File: src/rtl/mc_ctrl_fsm.sv
// mc_ctrl_fsm: multi-cycle RV32 control sequencer (FETCH/DECODE/EXEC/MEM/WB/TRAP) with mem_ready stall.
// Define MC_CTRL_PERF_EN to build the retire/cycle performance counters; otherwise they read 0.
module mc_ctrl_fsm #(
    parameter int ALU_CC_W = 4,
    parameter int CNT_W    = 32
) (
    input  logic                clk,
    input  logic                reset,
    input  logic [6:0]          opcode,
    input  logic [2:0]          funct3,
    input  logic [6:0]          funct7,
    input  logic                mem_ready,
    output logic                pc_write,
    output logic                ir_write,
    output logic                reg_write,
    output logic                mem2reg,
    output logic                alu_src,
    output logic                mem_read,
    output logic                mem_write,
    output logic [ALU_CC_W-1:0] alu_cc,
    output logic [2:0]          state,
    output logic                illegal,
    output logic [CNT_W-1:0]    retire_cnt,
    output logic [CNT_W-1:0]    cycle_cnt
);
    typedef enum logic [2:0] {
        FETCH  = 3'd0,
        DECODE = 3'd1,
        EXEC   = 3'd2,
        MEM    = 3'd3,
        WB     = 3'd4,
        TRAP   = 3'd5
    } state_t;
    typedef enum logic [1:0] {C_R, C_I, C_LW, C_SW} cls_t;

    state_t                state_q, state_d;
    cls_t                  cls_q, cls_d;
    logic [ALU_CC_W-1:0]   cc_q, cc_d;
    logic                  bad, retire;

    function automatic logic [3:0] alu_op(input logic [2:0] f3, input logic alt);
        case (f3)
            3'b000:  alu_op = alt ? 4'b0110 : 4'b0010;
            3'b001:  alu_op = 4'b0100;
            3'b010:  alu_op = 4'b0111;
            3'b011:  alu_op = 4'b1000;
            3'b100:  alu_op = 4'b0011;
            3'b101:  alu_op = alt ? 4'b1001 : 4'b0101;
            3'b110:  alu_op = 4'b0001;
            default: alu_op = 4'b0000;
        endcase
    endfunction

    // Decode is only consumed in DECODE; its results are latched so no output sees the instruction bits.
    always_comb begin
        cls_d = C_R;
        cc_d  = ALU_CC_W'(4'b0010);
        bad   = 1'b0;
        case (opcode)
            7'b0110011: begin
                cls_d = C_R;
                cc_d  = ALU_CC_W'(alu_op(funct3, funct7 == 7'b0100000));
                bad   = !(funct7 == 7'b0000000 ||
                          (funct7 == 7'b0100000 && (funct3 == 3'b000 || funct3 == 3'b101)));
            end
            7'b0010011: begin
                cls_d = C_I;
                cc_d  = ALU_CC_W'(alu_op(funct3, funct3 == 3'b101 && funct7 == 7'b0100000));
            end
            7'b0000011: cls_d = C_LW;
            7'b0100011: cls_d = C_SW;
            default:    bad = 1'b1;
        endcase
    end

    always_comb begin
        state_d = FETCH;
        case (state_q)
            FETCH:   state_d = DECODE;
            DECODE:  state_d = bad ? TRAP : EXEC;
            EXEC:    state_d = (cls_q == C_R || cls_q == C_I) ? WB : MEM;
            MEM:     state_d = !mem_ready ? MEM : (cls_q == C_LW) ? WB : FETCH;
            WB:      state_d = FETCH;
            TRAP:    state_d = TRAP;
            default: state_d = FETCH;
        endcase
    end

    always_ff @(posedge clk or negedge reset) begin
        if (!reset) begin
            state_q <= FETCH;
            cls_q   <= C_R;
            cc_q    <= '0;
        end else begin
            state_q <= state_d;
            if (state_q == DECODE) begin
                cls_q <= cls_d;
                cc_q  <= bad ? '0 : cc_d;
            end
        end
    end

    // Strobes are gated by reset so an abort drops them in the same cycle.
    always_comb begin
        retire    = state_q == WB || (state_q == MEM && mem_ready && cls_q == C_SW);
        pc_write  = reset && retire;
        ir_write  = reset && state_q == FETCH;
        reg_write = reset && state_q == WB;
        mem2reg   = reset && state_q == WB && cls_q == C_LW;
        alu_src   = reset && state_q == EXEC && cls_q != C_R;
        mem_read  = reset && state_q == MEM && cls_q == C_LW;
        mem_write = reset && state_q == MEM && cls_q == C_SW;
        alu_cc    = (reset && state_q == EXEC) ? cc_q : '0;
        illegal   = state_q == TRAP;
        state     = state_q;
    end

`ifdef MC_CTRL_PERF_EN
    logic [CNT_W-1:0] ret_q, cyc_q;
    always_ff @(posedge clk or negedge reset) begin
        if (!reset) begin
            ret_q <= '0;
            cyc_q <= '0;
        end else begin
            cyc_q <= cyc_q + CNT_W'(1);
            if (pc_write) ret_q <= ret_q + CNT_W'(1);
        end
    end
    assign retire_cnt = ret_q;
    assign cycle_cnt  = cyc_q;
`else
    assign retire_cnt = '0;
    assign cycle_cnt  = '0;
`endif
endmodule

File: config.mk
export PLATFORM = sky130hd
export DESIGN_NAME = mc_ctrl_fsm
export DESIGN_NICKNAME = d
export VERILOG_FILES = /design/src/rtl/mc_ctrl_fsm.sv
export SDC_FILE = /design/constraint.sdc
export NUM_CORES = 1
export LEC_CHECK = 0
export ABC_AREA = 1
export CORE_MARGIN = 2
export CORE_UTILIZATION = 35
export DETAILED_ROUTE_END_ITERATION = 16
export PLACE_DENSITY = 0.95
export SYNTH_ARGS = -nofsm -noshare
export SYNTH_HDL_FRONTEND = slang
export SYNTH_SLANG_ARGS = --single-unit
File: constraint.sdc
create_clock -name clk -period 3.6 [get_ports clk]
set_clock_uncertainty 0.05 [all_clocks]
set_input_delay 1.08 -clock clk [delete_from_list [all_inputs] [get_ports clk]]
set_output_delay 1.08 -clock clk [all_outputs]
set_load 0.01 [all_outputs]
==> impl_metrics.py <==
metrics = {
    "status": {
        "status": "finished, final reports clean",
    },
    "detailed_routing": {
        "first_iter_violations": 31,
        "num_vias": 989,
        "drt-wirelength-per-cell_microns": 7.69,
        "first_pass_iters": 5,
        "drc": 0,
        "routed_wl_microns": 2000,
        "avgViaCountPerCell": 3.80,
        "drtAntennaViolNets": 0,
    },
    "synthesis": {
        "synth_area_leaders": "buf_4 41%, dfrtp_1 19%, inv_1 6.7%, nand2_1 6.7%, nor2_1 6.1%",
        "synth_top_cell_area_share_pct": 41.0,
        "yosysTopAreaCell": "buf_4",
        "postSynthCellCount": 173,
        "ys_ff_latch": 9,
        "avgSynthCellArea_sq_um": 6.77,
        "synth_edf_count": 0,
        "synth_area_sq_mm": 0.00117,
        "async_reset_ff_share_pct": 100,
        "seq_area_frac_synth_pct": 19.2,
        "synth-main-ff-cell": "dfrtp_1",
        "ys_warn_count": 0,
        "ys_types": 23,
    },
    "finish": {
        "final_cell_mix": "64 x conb_1, 24 x clkdlybuf4s50_1, 21 x inv_1, 21 x nand2_1, 19 x nor2_1",
        "layout_commonest_cell": "conb_1",
        "drive_gt1_share_pct": 6.54,
        "fin_area_sq_mm": 0.00138,
        "final_util_pct": 41.9,
        "fin_nets": 235,
        "area_growth_pct": 17.4,
        "num_antenna_cells": 0,
    },
    "global_route": {
        "grt_max_degree": 10,
        "grt_pass1_wl_microns": 3080,
        "grt_pass1_vias": 799,
        "grt.overflow.total": 0,
        "antenna_found_initial": 0,
        "grt_usage_pct": 10.6,
    },
    "hold_path": {
        "hold_start": "cc_q[3]$_DFFE_PN0P_",
        "hold_class": "reg2reg",
    },
    "floorplanning": {
        "core_area_sq_mm": 0.00328,
        "die_x_microns": 61.8,
        "rows": 21,
        "io_pins": 99,
        "die_h_microns": 61.8,
        "start_util_pct": 35.7,
        "die_area_sq_mm": 0.00382,
    },
    "critical_path": {
        "cp-start-kind": "input port",
        "startpoint": "reset",
        "worstPathArrival_ps": 2410,
        "end_kind": "output port",
        "worstPathMaxFanout": 3,
        "critical_path_class": "in2out",
        "r2r_slack_ps": 2280,
        "r2r_start": "state[2]$_DFF_PN0_",
        "critPathRequiredTime_ps": 2470,
    },
    "pwr": {
        "p_leak_uw": 0.000736,
        "p_sw_uw": 177,
        "intPower_uw": 250,
        "p_sw_share_pct": 41.4,
        "combPwrFrac_pct": 51.2,
        "ir_drop_mv": 0.120,
        "powerDensity_mw_per_mm2": 311,
        "total_power_uw": 427,
        "seq_power_share_pct": 31.0,
        "pwr-share-clk_pct": 17.8,
    },
    "place": {
        "gp_congestion": 0.805,
        "numPortBuffers": 34,
        "place_area_sq_mm": 0.00136,
        "hpwl_microns": 1820,
    },
    "timing": {
        "finalHoldViolations": 0,
        "setup_viol": 0,
        "fmax_mhz": 283,
        "rsz0062_at_grt": "false",
        "period_needed_ps": 3540,
        "drv_slew": 0,
        "finalCritPeriodShare_pct": 98.2,
    },
    "clocking": {
        "numCtsBuffers": 3,
        "cts_buffer_depth": 2,
        "post_cts_buffers": 0,
        "cts_tree": "yes",
        "clock_latency_ps": 260,
        "root_buffer": "clkbuf_4",
        "cts.clk_slew.worst_paths_ps": 50,
        "numClockSinks": 9,
        "htreeDepth": 1,
    },
    "flow_run": {
        "drv_cap": 0,
    },
}
## synth_stat cells, types with 4 or more instances
library cell and instances:
buf_4 64, inv_1 21, nand2_1 21, nor2_1 19
dfrtp_1 9, nand3_1 8, a21oi_1 6, nor3_1 4
o21ai_0 4, o22ai_1 4
## per-stage QoR
| stage | hold slack, ps | instances | TNS (ps) | worst slack, ps |
|---|---|---|---|---|
| 6_report | 462 | 260 | 0 | 63.1 |
| 5_1_grt | 487 | 260 | 0 | 12.9 |
| 4_1_cts | 469 | 260 | 0 | 41.1 |
| 3_5_place_dp | 454 | 256 | -691 | -187 |
| 3_3_place_gp | 421 | 256 | -430 | -117 |
| 2_1_floorplan | 405 | 236 | 0 | 611 |
## routing by layer
metal	up-vias	global-route usage [%]	wire length (microns)	part of all wire (%)
met4	0	3.65	38	1.9
met3	6	1.86	238	12
met2	66	19.5	958	48
met5	-	0	0	0
met1	420	12.4	764	38
li1	497	-	-	-
## flip-flops by register name, indices dropped and copies added (netlist names)
name and flops:
state 3, cc_q 4, cls_q 2
## worst paths after layout
check | end | cells after the start
max reg2reg | cc_q[1]$_DFFE_PN0P_ | 5
max in group asynchronous | cc_q[1]$_DFFE_PN0P_ | 3
min | cc_q[3]$_DFFE_PN0P_ | 2
max | mem_write | 4
min in group asynchronous | state[1]$_DFF_PN0_ | 3
min reg2reg | cc_q[3]$_DFFE_PN0P_ | 2
## worst max-delay path: stages
cell and delay (ps):
clkdlybuf4s50_1 480, inv_1 80, nor4_2 180, clkdlybuf4s50_1 590
## area by class of cell
| type | instances | area [sq um] |
|---|---|---|
| multi-input cells | 142 | 629 |
| repair buffers | 38 | 358 |
| flip-flops and latches | 9 | 225 |
| well taps | 46 | 57.6 |
| fillers | 370 | 1910 |
| inverters | 21 | 78.8 |
| clock buffers | 4 | 26.3 |
## cell families (layout without fill, tap and decap cells)
logic type	after synthesis	in the layout	share of synthesized area, %
other	1	64	0.320
flip-flops	9	9	19.2
AND/OR/NAND/NOR	61	61	24.1
XOR/XNOR	1	1	0.748
buffers and inverters	85	63	47.8
AO/OA/AOI/OAI	16	16	7.80
## power groups by stage
stage	logic, uW	clock network (uW)	registers, uW
3_5_place_dp	221	0	133
4_1_cts	218	78.3	132
2_1_floorplan	166	0	137
6_report	219	76.1	132
3_3_place_gp	215	0	133
5_1_grt	246	83.3	134
## timing repair
item | CTS | global route
hold endpoints to repair | 0 | 0
setup endpoints to repair | 10 | 0
resized for setup | 11 | 0
hold buffers | 0 | 0
Note: power is estimated with default switching activity, not from simulation.
==> RTL change 1, RTL diff (same settings) <==
Add a define of `MC_CTRL_PERF_EN`.
--- a/src/rtl/mc_ctrl_fsm.sv
+++ b/src/rtl/mc_ctrl_fsm.sv
@@ -1,5 +1,7 @@
 // mc_ctrl_fsm: multi-cycle RV32 control sequencer (FETCH/DECODE/EXEC/MEM/WB/TRAP) with mem_ready stall.
 // Define MC_CTRL_PERF_EN to build the retire/cycle performance counters; otherwise they read 0.
+`define MC_CTRL_PERF_EN
+
 module mc_ctrl_fsm #(
     parameter int ALU_CC_W = 4,
     parameter int CNT_W    = 32
Check against the original RTL: not equivalent (a bounded check fails within 4 cycles, from zero or initial values and one cycle with reset low).
==> RTL change 1 against the unedited design <==
Design area grew to 4.3 times the old value. Critical path depth is 2 higher. Synthesized area grew to 3.7 times the old value. Synthesized cell count grew to 3.5 times the old value. Setup slack better by 0.19 ns. Sequential cell count is 64 higher. Wire length grew to 5.8 times the old value. First-iteration DRC count grew to 9.4 times the old value. Power grew to 5.7 times the old value.
==> RTL change 1: results (changes against the unedited design) <==
The number of antenna violations at the first check in global routing came out at 0 (unchanged). The number of iterations in the first detailed-routing pass came out at 5 (unchanged). The signal arrival time at the worst endpoint is 2.21 ns (was 2.41 ns). The insertion delay to the later sink of the worst-skew pair came to 0.33 ns (was 0.26 ns).

The final net count is 735 (was 235). The initial detailed-routing violation count was 292 (was 31). Synth top area cells: sky130_fd_sc_hd__dfrtp_1 42%, sky130_fd_sc_hd__nand2_1 19%, sky130_fd_sc_hd__nor2_1 8.0% (was sky130_fd_sc_hd__buf_4 41%, sky130_fd_sc_hd__dfrtp_1 19%, sky130_fd_sc_hd__inv_1 6.7%). The detailed placement HPWL came out at 8890 µm (was 1817 µm). The number of nets in the synthesized netlist is 625. The wire length of the first global-routing pass is 19,330 µm (was 3084 µm). The mean post-synth cell area came to 7.242 µm² (was 6.769 µm²).

The post-placement setup slack came out at -0.01725 ns (was -0.1867 ns). The weighted congestion reported at the end of routability-driven placement is 0.9430 (was 0.8053). The fraction of layout cells with a size suffix above 1 came out at 7.521% (was 6.542%).

The maximum cell stage delay along the critical path came to 0.48 ns (was 0.59 ns). The clock-pin transition on the worst setup and hold timing paths came out at 0.06 ns. The total clock buffers created by CTS came out at 9 (was 3). The total routing resource utilization after global routing came out at 18.30% (was 10.65%).

The maximum number of pins on one net before global-route repair was 46 (was 10). The post-route non-filler standard cell count came out at 886 (was 260). The count of warnings emitted by yosys came out at 0 (unchanged).

The number of buffer cells added on primary ports came out at 98 (was 34). The routed wire length per instance came out at 12.99 µm (was 7.688 µm). The length in cells of the worst reg-to-reg path came to 9 (was 5). The fraction of synthesis flops using an asynchronous set or reset pin came to 100.0% (unchanged). Most frequent cells after synthesis: 219 x sky130_fd_sc_hd__nand2_1, 93 x sky130_fd_sc_hd__nor2_1, 73 x sky130_fd_sc_hd__dfrtp_1 (was 64 x sky130_fd_sc_hd__buf_4, 21 x sky130_fd_sc_hd__inv_1, 21 x sky130_fd_sc_hd__nand2_1).

The flip-flop cell with the highest count after synthesis was sky130_fd_sc_hd__dfrtp_1 (unchanged). The largest fanout on the critical path came to 2 (was 3). The overall via count from detail_route came to 4,264 (was 989). Run status: complete, no violations (unchanged). The sequential element share of the synthesized area came to 41.83% (was 19.23%). The count of buffers added by post-CTS timing repair for setup is 0 (unchanged). The placed instance count came out at 870 (was 256).

The cell area after placement came out at 5555 µm² (was 1355 µm²). The standby leakage power is 2.542 nW (was 0.7357 nW). The normalized max-slew margin came out at 62.11%.

The hold-critical path depth came out at 2 (unchanged). The number of diodes added for antenna fixing is 0 (unchanged). The maximum VDD drop is 0.0001823 V (was 0.0001203 V).

The clock tree root buffer cell is sky130_fd_sc_hd__clkbuf_16 (was sky130_fd_sc_hd__clkbuf_4). The count of H-tree levels built during CTS is 3 (was 1). The worst hold path class is flip-flop to flip-flop (unchanged).

The number of global-route vias before repair came to 4,069 (was 799). The unique cell type count in the Yosys netlist came to 35 (was 23). The slowest stage cell on the critical path was sky130_fd_sc_hd__clkdlybuf4s50_1 (unchanged). The clock tree buffer depth came out at 2 (unchanged).
## RTL change 1: changes by cell type in the layout (fill, tap and decap cells not counted), moves of 15 or more
cell and delta:
sky130_fd_sc_hd__nand2_1 +198, sky130_fd_sc_hd__nor2_1 +74, sky130_fd_sc_hd__clkdlybuf4s50_1 +72, sky130_fd_sc_hd__conb_1 -64, sky130_fd_sc_hd__dfrtp_1 +64, sky130_fd_sc_hd__inv_1 +36
sky130_fd_sc_hd__xor2_1 +26, sky130_fd_sc_hd__nand3_1 +15
## RTL change 1: final timing paths
check,from,end,slack (ns)
worst max-delay path,mem_ready,pc_write,0.26
worst min-delay path,cycle_cnt[30],cycle_cnt[30],0.45
worst max register to register,state[2],retire_cnt[5],1.73
worst min register to register,cycle_cnt[30],cycle_cnt[30],0.45
max in group asynchronous,reset,retire_cnt[6],2.25
min in group asynchronous,reset,state[0],0.77
## RTL change 1: layout make-up
cell class              instances  area (µm²)
fillers                      1137        6248
flip-flops and latches         73        1827
clock buffers                  14       274.0
multi-input cells             464        2270
repair buffers                103        1015
clock inverters                 2       35.03
inverters                      62       232.7
well taps                     168       210.2
## RTL change 1: report_power, final
group          internal (W)  total, W  switching (W)
Sequential         0.000889   0.00100       0.000111
Combinational      0.000230  0.000504       0.000274
Clock              0.000592  0.000914       0.000321
Total               0.00171   0.00242       0.000707
## RTL change 1: metrics by stage
step	setup TNS [ns]	total power (W)	utilization, %
6_report	0	0.002418	48.41
5_1_grt	0	0.002541	48.41
4_1_cts	0	0.002442	48.41
3_5_place_dp	-0.01725	0.001514	45.87
3_3_place_gp	0	0.001495	45.87
2_1_floorplan	0	0.001247	-
## RTL change 1: worst max-delay path: cells and delay by family
kind	cells	cell delay, ns
buffers and inverters	3	0.82
and+or+nand+nor	3	0.30
## RTL change 1: routing by layer
metal	share of wire, %	up-vias	track usage, %	routed length [µm]
li1	-	2107	-	-
met1	43	1975	22.98	4912
met2	49	160	30.41	5599
met3	6.8	22	5.282	777
met4	1.9	0	6.111	218
met5	0	-	0	0
## RTL change 1: cell families (layout without fill, tap and decap cells)
family	after synthesis	in the layout	share of synthesized area (%)
and+or+nand+nor	395	395	39.40
adders and majority gates	2	2	0.5730
xor gates and xnor gates	41	41	8.739
buffers and inverters	66	181	6.189
AOI/OAI and AO/OA	26	26	3.267
DFF	73	73	41.83
## RTL change 1: repair_timing
action                                  4_1_cts  5_1_grt
resized for setup                             1        0
endpoints found under the setup margin        1        0
endpoints found under the hold margin         0        0
==> RTL change 2, RTL diff (config.mk and constraints unchanged) <==
Without the edit above. The 4 values of `cls_t` get a one-hot encoding in 4 bits.
--- a/src/rtl/mc_ctrl_fsm.sv
+++ b/src/rtl/mc_ctrl_fsm.sv
@@ -31,7 +31,7 @@
         WB     = 3'd4,
         TRAP   = 3'd5
     } state_t;
-    typedef enum logic [1:0] {C_R, C_I, C_LW, C_SW} cls_t;
+    typedef enum logic [3:0] {C_R = 4'b0001, C_I = 4'b0010, C_LW = 4'b0100, C_SW = 4'b1000} cls_t;
 
     state_t                state_q, state_d;
     cls_t                  cls_q, cls_d;
Function: no difference found for any inputs over 10 cycles, from zero or initial values and one cycle with reset low; not proved beyond that.
==> RTL change 2 against the unedited design <==
Design area rose by 15%. Setup slack gained 0.12 ns. Power increased by 39%. Synthesized area increased by 17%. Wire length is 21% higher. Sequential cell count grew 2. Combinational power up 37%. Sequential share of layout area up 1.0 points. Sequential power up 35%.
==> RTL change 2: results (changes against the unedited design) <==
The cell area after placement is 1539 µm² (was 1355 µm²). The clock tree root buffer cell is sky130_fd_sc_hd__clkbuf_8 (was sky130_fd_sc_hd__clkbuf_4). The number of antenna violations at the first check in global routing was 0 (unchanged). The weighted congestion reported at the end of routability-driven placement is 0.7606 (was 0.8053).

The largest fanout on the critical path came out at 5 (was 3). The final net count is 264 (was 235). The end of the worst register-to-register path is state[2] (was cc_q[1]). The maximum number of pins on one net before global-route repair came out at 12 (was 10). The portion of netlist area occupied by mux cells is 0% (unchanged). The register-to-register path setup slack came out at 2.24 ns (was 2.28 ns). The fraction of the mapped netlist area in compound gates came out at 5.581% (was 7.799%). The final number of setup-violating endpoints came to 0 (unchanged). The clock-pin transition on the worst setup and hold timing paths came out at 0.05 ns (about the same). The insertion delay to the later sink of the worst-skew pair is 0.23 ns (was 0.26 ns). The termination of the worst setup path is pc_write (was mem_write). Synth top area cells: sky130_fd_sc_hd__buf_4 35%, sky130_fd_sc_hd__dfrtp_1 18%, sky130_fd_sc_hd__nand2_1 9.3% (was sky130_fd_sc_hd__buf_4 41%, sky130_fd_sc_hd__dfrtp_1 19%, sky130_fd_sc_hd__inv_1 6.7%).

The sequential element share of the synthesized area is 20.22% (was 19.23%). The routed wire length per instance was 8.330 µm (was 7.688 µm). The post-placement setup slack came out at -0.1787 ns (was -0.1867 ns). The minimum setup slack in the final design is 0.1864 ns (was 0.06311 ns). The unique cell type count in the Yosys netlist came to 25 (was 23). The detailed placement HPWL was 2118 µm (was 1817 µm).

The number of global-route vias before repair is 892 (was 799). The total routing resource utilization after global routing is 10.40% (was 10.65%). The detailed-route vias per instance was 3.976 (was 3.804).

The initial detailed-routing violation count is 69 (was 31). The global-route met3 utilization is 1.182% (was 1.863%). The signal arrival time at the worst endpoint is 2.28 ns (was 2.41 ns).

Run status: complete, no violations (unchanged). The length in cells of the worst reg-to-reg path was 4 (was 5). Most frequent cells after synthesis: 64 x sky130_fd_sc_hd__buf_4, 34 x sky130_fd_sc_hd__nand2_1, 22 x sky130_fd_sc_hd__nor2_1 (was 64 x sky130_fd_sc_hd__buf_4, 21 x sky130_fd_sc_hd__inv_1, 21 x sky130_fd_sc_hd__nand2_1). The number of iterations in the first detailed-routing pass came out at 4 (was 5). The number of buffer cells added on primary ports was 34 (unchanged). The fraction of layout cells with a size suffix above 1 is 9.877% (was 6.542%). The xor and xnor fraction of the mapped netlist area came out at 0% (was 0.7479%). The met1 routing resource usage after global routing came out at 12.68% (was 12.37%).

The number of fill cells in the layout came out at 407 (was 370). The launching point of the worst reg2reg path is cls_q[1] (was state[2]).
[RTL change 2: changes by cell type in the layout (fill, tap and decap cells not counted), sizes merged, moves of 3 or more]
| cell | before | now |
|---|---|---|
| nand2 | 22 | 38 |
| clkdlybuf4s50 | 24 | 32 |
| dlygate4sd2 | 10 | 2 |
| nor2 | 21 | 27 |
| nand4 | 1 | 5 |
| o22ai | 4 | 0 |
| nand3 | 9 | 12 |
| or2 | 1 | 4 |
[RTL change 2: how the worst min path moves through the flow]
stage / from / end / slack [ns] / cells past startpoint
floorplan: cc_q[2] / cc_q[2] / 0.40 / 2
global placement: cc_q[2] / cc_q[2] / 0.41 / 2
detailed placement: cc_q[2] / cc_q[2] / 0.43 / 2
CTS: cls_q[0] / cls_q[0] / 0.44 / 2
global route: cc_q[1] / cc_q[1] / 0.46 / 2
finish: cls_q[0] / cls_q[0] / 0.43 / 2
[RTL change 2: cells by family after synthesis]
logic type             after synthesis
and+or+nand+nor                     91
AOI/OAI and AO/OA                   14
buffers and inverters               87
other                                1
DFF                                 11
[RTL change 2: critical path, stage by stage]
cell and delay (ns):
sky130_fd_sc_hd__dlygate4sd2_1 0.30, sky130_fd_sc_hd__nand2_2 0.09, sky130_fd_sc_hd__nor4_4 0.16, sky130_fd_sc_hd__nand2_1 0.07, sky130_fd_sc_hd__nand2_1 0.06, sky130_fd_sc_hd__clkdlybuf4s50_1 0.52
[RTL change 2: stage by stage]
stage / cells / hold WS [ns] / util, % / total power [W] / TNS [ns]
after floorplan: 267 / 0.3988 / - / 0.0004121 / 0
after global placement: 287 / 0.4147 / 41.41 / 0.0004671 / -0.1474
after detailed placement: 287 / 0.4286 / 41.41 / 0.0004769 / -0.5466
after CTS: 291 / 0.4387 / 42.73 / 0.0005997 / 0
after global routing: 291 / 0.4610 / 42.73 / 0.0006346 / 0
final: 291 / 0.4338 / 42.73 / 0.0005954 / 0
[RTL change 2: layout make-up]
cell class,count,area (µm²),share of cell area [%]
inverter,23,88.84,5.595
clock buffer,4,45.04,2.837
tap,48,60.06,3.783
timing repair buffer,36,352.8,22.22
sequential,11,276.5,17.42
multi-input combinational,169,764.5,48.15
[RTL change 2: timing repair]
item,CTS,global route
endpoints found under the setup margin,9,0
hold buffers,0,0
resized for setup,3,0
[RTL change 2: where the power goes]
part / leakage (nW) / total [W] / internal, W / switching [W]
combinational: 0.646 / 0.000299 / 0.000123 / 0.000177
sequential: 0.145 / 0.000178 / 0.000149 / 0.0000293
clock: 0.0228 / 0.000118 / 0.0000773 / 0.0000405
total: 0.814 / 0.000595 / 0.000349 / 0.000246
[RTL change 2: routing by layer]
layer	share of wire, %	vias to the layer above
li1	-	590
met1	42	498
met2	48	67
met3	8.9	2
met4	0.99	0
met5	0	-
